[config.mk]
export PLATFORM = sky130hd
export DESIGN_NAME = uart_frame_parser
export DESIGN_NICKNAME = d
export VERILOG_FILES = /design/src/rtl/uart_pkg.sv /design/src/rtl/uart_frame_parser_buf.sv /design/src/rtl/uart_frame_parser.sv
export SDC_FILE = /design/constraint.sdc
export NUM_CORES = 1
export LEC_CHECK = 0
export CORE_MARGIN = 2
export CORE_UTILIZATION = 59
export CTS_BUF_LIST = sky130_fd_sc_hd__clkbuf_4 sky130_fd_sc_hd__clkbuf_8 sky130_fd_sc_hd__clkbuf_16
export DETAILED_ROUTE_END_ITERATION = 10
export GPL_ROUTABILITY_DRIVEN = 0
export GPL_TIMING_DRIVEN = 0
export PLACE_DENSITY = 0.84
export SLEW_MARGIN = 15
export SYNTH_ARGS = -nofsm -noshare
export SYNTH_HDL_FRONTEND = slang
export SYNTH_HIERARCHICAL = 1
export SYNTH_SLANG_ARGS = --single-unit
[constraint.sdc]
create_clock -name clk -period 3 [get_ports clk]
set_input_delay 0.3 -clock clk [delete_from_list [all_inputs] [get_ports clk]]
set_output_delay 0.3 -clock clk [all_outputs]
set_load 0.005 [all_outputs]
[src/rtl/uart_pkg.sv]
// Shared constants and parser state encoding for the UART command-frame path.
package uart_pkg;

  localparam logic [7:0]  SYNC_BYTE_DEF = 8'hA5;
  localparam int unsigned CLK_HZ        = 12000000;
  localparam int unsigned BAUD          = 115200;
  localparam int unsigned TIMEOUT_DEF   = CLK_HZ / 1000;

  typedef enum logic [2:0] {
    S_HUNT    = 3'd0,
    S_CMD     = 3'd1,
    S_LEN     = 3'd2,
    S_PAYLOAD = 3'd3,
    S_CHK     = 3'd4,
    S_HOLD    = 3'd5
  } state_t;

endpackage

[src/rtl/uart_frame_parser_buf.sv]
// Payload store: one synchronous write port, one asynchronous read port.
module frame_buf #(
  parameter int DEPTH = 16,
  parameter int IW    = 4,
  parameter int AW    = 5
) (
  input  logic          clk,
  input  logic          we,
  input  logic [IW-1:0] waddr,
  input  logic [7:0]    wdata,
  input  logic [AW-1:0] raddr,
  output logic [7:0]    rdata
);

  logic [7:0] mem_q [DEPTH];

  always_ff @(posedge clk) begin
    if (we) mem_q[waddr] <= wdata;
  end

  // Out-of-range reads return zero rather than aliasing into the array.
  always_comb begin
    rdata = '0;
    if (raddr < AW'(DEPTH)) rdata = mem_q[raddr[IW-1:0]];
  end

endmodule

[src/rtl/uart_frame_parser.sv]
// Extracts SYNC/CMD/LEN/payload/CHK frames from a UART byte stream and holds
// a validated frame until the consumer acknowledges it.
module uart_frame_parser
  import uart_pkg::*;
#(
  parameter logic [7:0] SYNC_BYTE    = SYNC_BYTE_DEF,
  parameter int         MAX_LEN      = 16,
  parameter int         TIMEOUT_CLKS = TIMEOUT_DEF,
  parameter int         LW           = $clog2(MAX_LEN + 1)
) (
  input  logic          clk,
  input  logic          rst,
  input  logic [7:0]    in_byte,
  input  logic          in_valid,
  output logic          frame_valid,
  output logic [7:0]    frame_cmd,
  output logic [LW-1:0] frame_len,
  input  logic [LW-1:0] rd_addr,
  output logic [7:0]    rd_data,
  input  logic          frame_ack,
  output logic          err_chk,
  output logic          err_len,
  output logic          err_timeout,
  output logic          err_overrun
);

  localparam int            IW        = (MAX_LEN > 1) ? $clog2(MAX_LEN) : 1;
  localparam int            TW        = $clog2(TIMEOUT_CLKS + 1);
  localparam logic [TW-1:0] TO_LAST   = TW'(TIMEOUT_CLKS - 1);
  localparam logic [7:0]    MAX_LEN_B = 8'(MAX_LEN);

  state_t        state_q, state_d;
  logic          prev_vld_q, prev_vld_d;
  logic [7:0]    cmd_q, cmd_d;
  logic [7:0]    chk_q, chk_d;
  logic [LW-1:0] len_q, len_d;
  logic [IW-1:0] idx_q, idx_d;
  logic [TW-1:0] tmo_q, tmo_d;
  logic [7:0]    frame_cmd_q, frame_cmd_d;
  logic [LW-1:0] frame_len_q, frame_len_d;
  logic          err_chk_q, err_chk_d;
  logic          err_len_q, err_len_d;
  logic          err_to_q, err_to_d;
  logic          err_ovr_q, err_ovr_d;
  logic          accept;
  logic          busy;
  logic          we;

  assign accept = in_valid & ~prev_vld_q;
  assign busy   = (state_q == S_CMD) || (state_q == S_LEN) ||
                  (state_q == S_PAYLOAD) || (state_q == S_CHK);

  always_comb begin
    state_d     = state_q;
    prev_vld_d  = in_valid;
    cmd_d       = cmd_q;
    chk_d       = chk_q;
    len_d       = len_q;
    idx_d       = idx_q;
    tmo_d       = busy ? tmo_q + 1'b1 : '0;
    frame_cmd_d = frame_cmd_q;
    frame_len_d = frame_len_q;
    err_chk_d   = 1'b0;
    err_len_d   = 1'b0;
    err_to_d    = 1'b0;
    err_ovr_d   = 1'b0;
    we          = 1'b0;

    unique case (state_q)
      S_HUNT: begin
        if (accept && in_byte == SYNC_BYTE) state_d = S_CMD;
      end
      S_CMD: begin
        if (accept) begin
          cmd_d   = in_byte;
          chk_d   = in_byte;
          state_d = S_LEN;
        end
      end
      S_LEN: begin
        if (accept) begin
          len_d = in_byte[LW-1:0];
          chk_d = chk_q ^ in_byte;
          idx_d = '0;
          if (in_byte > MAX_LEN_B) begin
            err_len_d = 1'b1;
            state_d   = S_HUNT;
          end else if (in_byte == 8'd0) begin
            state_d = S_CHK;
          end else begin
            state_d = S_PAYLOAD;
          end
        end
      end
      S_PAYLOAD: begin
        if (accept) begin
          we    = 1'b1;
          chk_d = chk_q ^ in_byte;
          idx_d = idx_q + 1'b1;
          if (LW'(idx_q) == len_q - 1'b1) state_d = S_CHK;
        end
      end
      S_CHK: begin
        if (accept) begin
          if (in_byte == chk_q) begin
            state_d     = S_HOLD;
            frame_cmd_d = cmd_q;
            frame_len_d = len_q;
          end else begin
            err_chk_d = 1'b1;
            state_d   = S_HUNT;
          end
        end
      end
      S_HOLD: begin
        if (accept)    err_ovr_d = 1'b1;
        if (frame_ack) state_d   = S_HUNT;
      end
      default: state_d = S_HUNT;
    endcase

    // A byte landing on the last allowed idle clock keeps the frame alive.
    if (accept) begin
      tmo_d = '0;
    end else if (busy && tmo_q == TO_LAST) begin
      err_to_d = 1'b1;
      state_d  = S_HUNT;
    end
  end

  always_ff @(posedge clk) begin
    if (rst) begin
      state_q     <= S_HUNT;
      prev_vld_q  <= 1'b1;
      cmd_q       <= '0;
      chk_q       <= '0;
      len_q       <= '0;
      idx_q       <= '0;
      tmo_q       <= '0;
      frame_cmd_q <= '0;
      frame_len_q <= '0;
      err_chk_q   <= 1'b0;
      err_len_q   <= 1'b0;
      err_to_q    <= 1'b0;
      err_ovr_q   <= 1'b0;
    end else begin
      state_q     <= state_d;
      prev_vld_q  <= prev_vld_d;
      cmd_q       <= cmd_d;
      chk_q       <= chk_d;
      len_q       <= len_d;
      idx_q       <= idx_d;
      tmo_q       <= tmo_d;
      frame_cmd_q <= frame_cmd_d;
      frame_len_q <= frame_len_d;
      err_chk_q   <= err_chk_d;
      err_len_q   <= err_len_d;
      err_to_q    <= err_to_d;
      err_ovr_q   <= err_ovr_d;
    end
  end

  frame_buf #(
    .DEPTH (MAX_LEN),
    .IW    (IW),
    .AW    (LW)
  ) u_buf (
    .clk   (clk),
    .we    (we),
    .waddr (idx_q),
    .wdata (in_byte),
    .raddr (rd_addr),
    .rdata (rd_data)
  );

  assign frame_valid = (state_q == S_HOLD);
  assign frame_cmd   = frame_cmd_q;
  assign frame_len   = frame_len_q;
  assign err_chk     = err_chk_q;
  assign err_len     = err_len_q;
  assign err_timeout = err_to_q;
  assign err_overrun = err_ovr_q;

endmodule
==> tab_implementation.tex <==
\begin{tabular}{lr}
\hline
Metric & Value \\
\hline
\multicolumn{2}{l}{\textbf{Detailed routing}} \\
Average routed wire per standard cell & 20.1 microns \\
First DRT Iteration DRCs & 429 \\
Number of vias in the routed layout & 4618 \\
Drt total wl & 15.7 mm \\
Post-DR vias/cell & 5.90 \\
Residual DRC count & 0 \\
Remaining antenna violation count & 0 \\
TritonRoute pass-1 iters & 5 \\
\multicolumn{2}{l}{\textbf{Setup path}} \\
Classification of the worst setup path & flip-flop to flip-flop \\
Most prevalent standard cell on the critical path & sky130\_fd\_sc\_hd\_\_nor2\_1 \\
Startpoint of the most critical register-to-register path & state\_q[2] \\
Required @ worst endpoint & 3.06 ns \\
Crit Path Max Fanout & 10 \\
Buffer and inverter count on the worst path & 2 \\
Kind of cell adding the most delay to the critical path & simple AND/OR/NAND/NOR gates \\
Number of cells on the worst reg-to-reg path & 7 \\
CP cell instances & buf\_2 -> nor2b\_1 -> nand2\_1 -> clkbuf\_1 -> nor2\_1 -> or3b\_2 -> nor2\_1 \\
Crit path capture type & flip-flop \\
CP max stage delay & 0.61 ns \\
Critical path launch point type & flip-flop \\
Max stage delay cell, worst path & sky130\_fd\_sc\_hd\_\_nor2\_1 \\
Endpoint of the most critical register-to-register path & u\_buf/mem\_q[3][5] \\
Arrival @ worst endpoint & 2.92 ns \\
Slack of the worst reg-to-reg path & 0.14 ns \\
\multicolumn{2}{l}{\textbf{Global route}} \\
All-layer global routing usage & 23.1\% \\
Via count of the first global-routing pass & 4583 \\
Initial antenna violation count & 0 \\
Pin count of the biggest net entering global routing & 23 \\
First-pass GRT wire length & 24.5 mm \\
Aggregate global routing overflow & 0 \\
\multicolumn{2}{l}{\textbf{Synthesis}} \\
Post-synth cell types & 52 \\
Post-synth EDFFs & 128 \\
Main synth FF type & sky130\_fd\_sc\_hd\_\_edfxtp\_1 \\
Net Count, Synth & 557 \\
Proportion of synthesized chip area in sequential cells & 64.4\% \\
Number of instances in the synthesized netlist & 537 \\
Share of async-settable or async-resettable flops after synthesis & 0\% \\
Mean Syn Cell Area & 14.6 sq um \\
Mapped Area & 7830 sq um \\
Synthesis-stage register bit count & 188 \\
Count of synthesis-stage warnings from yosys & 6 \\
\multicolumn{2}{l}{\textbf{Layout}} \\
Signed area change from the synthesized netlist to the final layout & 16.1\% \\
Layout net count & 615 \\
Leading cell types in the layout, fill and taps excluded & 128 x sky130\_fd\_sc\_hd\_\_edfxtp\_1, 60 x sky130\_fd\_sc\_hd\_\_dfxtp\_1, 58 x sky130\_fd\_sc\_hd\_\_nor2\_1 \\
N\_diodes & 0 \\
Layout cells sized above 1 & 10.4\% \\
Count of non-filler cells in the finished layout & 783 \\
Most common library cell in the layout ignoring fill and taps & sky130\_fd\_sc\_hd\_\_edfxtp\_1 \\
Post-layout utilization of the core & 69.4\% \\
\multicolumn{2}{l}{\textbf{Timing}} \\
Minimum setup slack in the final design & 0.141 ns \\
Smallest hold slack & 0.318 ns \\
Actual transition at the worst max-transition pin & 1.11 ns \\
RSZ-0062 raised after global routing & true \\
Achievable frequency & 350 MHz \\
Share of the clock period used by the worst path after layout & 95.3\% \\
Final Slew Violations & 0 \\
Final count of negative-setup-slack endpoints & 0 \\
Hold Violations, Final & 0 \\
Worst clock skew on the final layout & 0.00606 ns \\
Final period demand of the worst path & 2.86 ns \\
Relative slew slack & 25.5\% \\
\multicolumn{2}{l}{\textbf{CTS}} \\
Depth of the CTS H-tree & 4 \\
Buffer levels on the longest clock path & 2 \\
TritonCTS Buffers & 17 \\
Clock latency at the later pin of the worst-skew pair & 0.43 ns \\
TritonCTS clock tree & yes \\
Cell chosen for the clock root & sky130\_fd\_sc\_hd\_\_clkbuf\_16 \\
Post-CTS Hold Buffers & 0 \\
Post CTS Setup Buffer Count & 0 \\
Clock edge transition at the registers on the reported setup and hold paths & 0.07 ns \\
Clock Sinks & 188 \\
\multicolumn{2}{l}{\textbf{Die}} \\
Number of standard-cell rows in the floorplan & 42 \\
Top-Level Pins & 43 \\
Starting density of the core & 59.8\% \\
Core area & 13100 sq um \\
Die ar. & 14200 sq um \\
Die H & 119 microns \\
Die W & 119 microns \\
\multicolumn{2}{l}{\textbf{Place}} \\
Total of buffers placed on input and output ports & 39 \\
DP Wirelength & 10.0 mm \\
Pre-CTS setup slack & -0.507 ns \\
Placed insts & 752 \\
\multicolumn{2}{l}{\textbf{Power}} \\
Pwr dens & 588 nW/um\^{}2 \\
Power after layout & 5.34 mW \\
Leakage Power & 2.98 nW \\
VDD IR max & 0.000433 V \\
\multicolumn{2}{l}{\textbf{Worst hold path}} \\
End of the worst hold path & err\_chk \\
Start point of the worst hold path & rst \\
Hold path depth & 2 \\
Type of the most critical hold path & input pin to flip-flop \\
\multicolumn{2}{l}{\textbf{Job}} \\
Number of maximum-capacitance violations & 0 \\
\multicolumn{2}{l}{\textbf{Status}} \\
Outcome & completed \\
\hline
\end{tabular}
[worst max path at each step]
stage                                   end  slack (ns)  cells past startpoint  startpoint
after global placement    u_buf/mem_q[0][2]       -0.45                      7    in_valid
final                     u_buf/mem_q[3][5]        0.14                      7  state_q[2]
after global routing      u_buf/mem_q[3][5]       -0.02                      7  state_q[2]
after detailed placement  u_buf/mem_q[0][6]       -0.51                      7    in_valid
after floorplan           u_buf/mem_q[0][0]        0.41                      7  state_q[2]
after CTS                 u_buf/mem_q[1][6]        0.13                      7  state_q[2]
[layout make-up]
type                            instances  area (sq um)
Inverter                                6          22.5
Timing Repair Buffer                   39           390
Tap cell                              176           220
Fill cell                             839          4000
Clock buffer                           19           440
Sequential cell                       188          5040
Multi-Input combinational cell        317          2610
Buffer                                 26           173
Clock inverter                         12           189
[state kept, by name, summed over array words and instances, names as in the netlist, 3 cells and up]
| register | cells |
|---|---|
| u_buf/mem_q | 128 |
| tmo_q | 14 |
| chk_q | 8 |
| cmd_q | 8 |
| frame_cmd | 8 |
| frame_len | 5 |
| len_q | 5 |
| idx_q | 4 |
| state_q | 3 |
[synth_stat cells, types with 3 or more instances]
library cell | n | area share [%]
sky130_fd_sc_hd__dfxtp_1 | 60 | 15
sky130_fd_sc_hd__buf_2 | 8 | 0.51
sky130_fd_sc_hd__and3_1 | 3 | 0.24
sky130_fd_sc_hd__nor2_1 | 59 | 2.8
sky130_fd_sc_hd__nand3b_1 | 4 | 0.38
sky130_fd_sc_hd__mux2i_1 | 27 | 3.5
sky130_fd_sc_hd__clkbuf_1 | 10 | 0.48
sky130_fd_sc_hd__nand2b_1 | 6 | 0.48
sky130_fd_sc_hd__xor2_1 | 12 | 1.3
sky130_fd_sc_hd__nand3_1 | 11 | 0.70
sky130_fd_sc_hd__ha_1 | 3 | 0.48
sky130_fd_sc_hd__mux4_1 | 31 | 10
sky130_fd_sc_hd__inv_1 | 6 | 0.29
sky130_fd_sc_hd__a21oi_1 | 18 | 1.2
sky130_fd_sc_hd__o21ai_0 | 10 | 0.64
sky130_fd_sc_hd__edfxtp_1 | 128 | 49
sky130_fd_sc_hd__nand2_1 | 47 | 2.3
sky130_fd_sc_hd__xnor2_1 | 23 | 2.6
sky130_fd_sc_hd__buf_6 | 3 | 0.43
sky130_fd_sc_hd__o22ai_1 | 7 | 0.56
sky130_fd_sc_hd__nand4_1 | 7 | 0.56
sky130_fd_sc_hd__nor3_1 | 15 | 0.96
sky130_fd_sc_hd__nor4_1 | 4 | 0.32
[cells by family (layout without fill, tap and decap cells)]
kind of cell / after synthesis / in the layout / synth area share, %
buffers and inverters: 32 / 102 / 2.49
AND/OR/NAND/NOR: 177 / 177 / 11.0
adder cells (fa/ha/maj): 3 / 3 / 0.480
AO/OA/AOI/OAI: 41 / 41 / 2.96
flip-flops: 188 / 188 / 64.4
XOR/XNOR: 37 / 37 / 4.48
multiplexers: 59 / 59 / 14.1
[layer usage]
metal	vias up	wire length, microns	global-route usage, %
met4	0	291	6.70
met2	201	7930	38.7
li1	2133	-	-
met3	26	1030	4.98
met5	-	0	0
met1	2258	6460	30.6
[report_power, final]
part           switching [mW]  leakage (nW)  internal (mW)
combinational           0.121          1.05         0.0981
sequential           0.000373          1.63           2.76
clock                   0.938         0.299           1.42
[timing repair]
item / in CTS / in global routing
resized for setup: 1 / 2
setup endpoints to repair: 8 / 30
hold endpoints to repair: 0 / 0
[through the flow]
step / setup TNS (ns) / area, sq um
detailed placement: -10.67 / 8440
floorplan: 0 / 7830
finish: 0 / 9090
global route: -0.231 / 9090
global placement: -9.84 / 8440
CTS: 0 / 9080
Power figures use the tool's default switching activity.
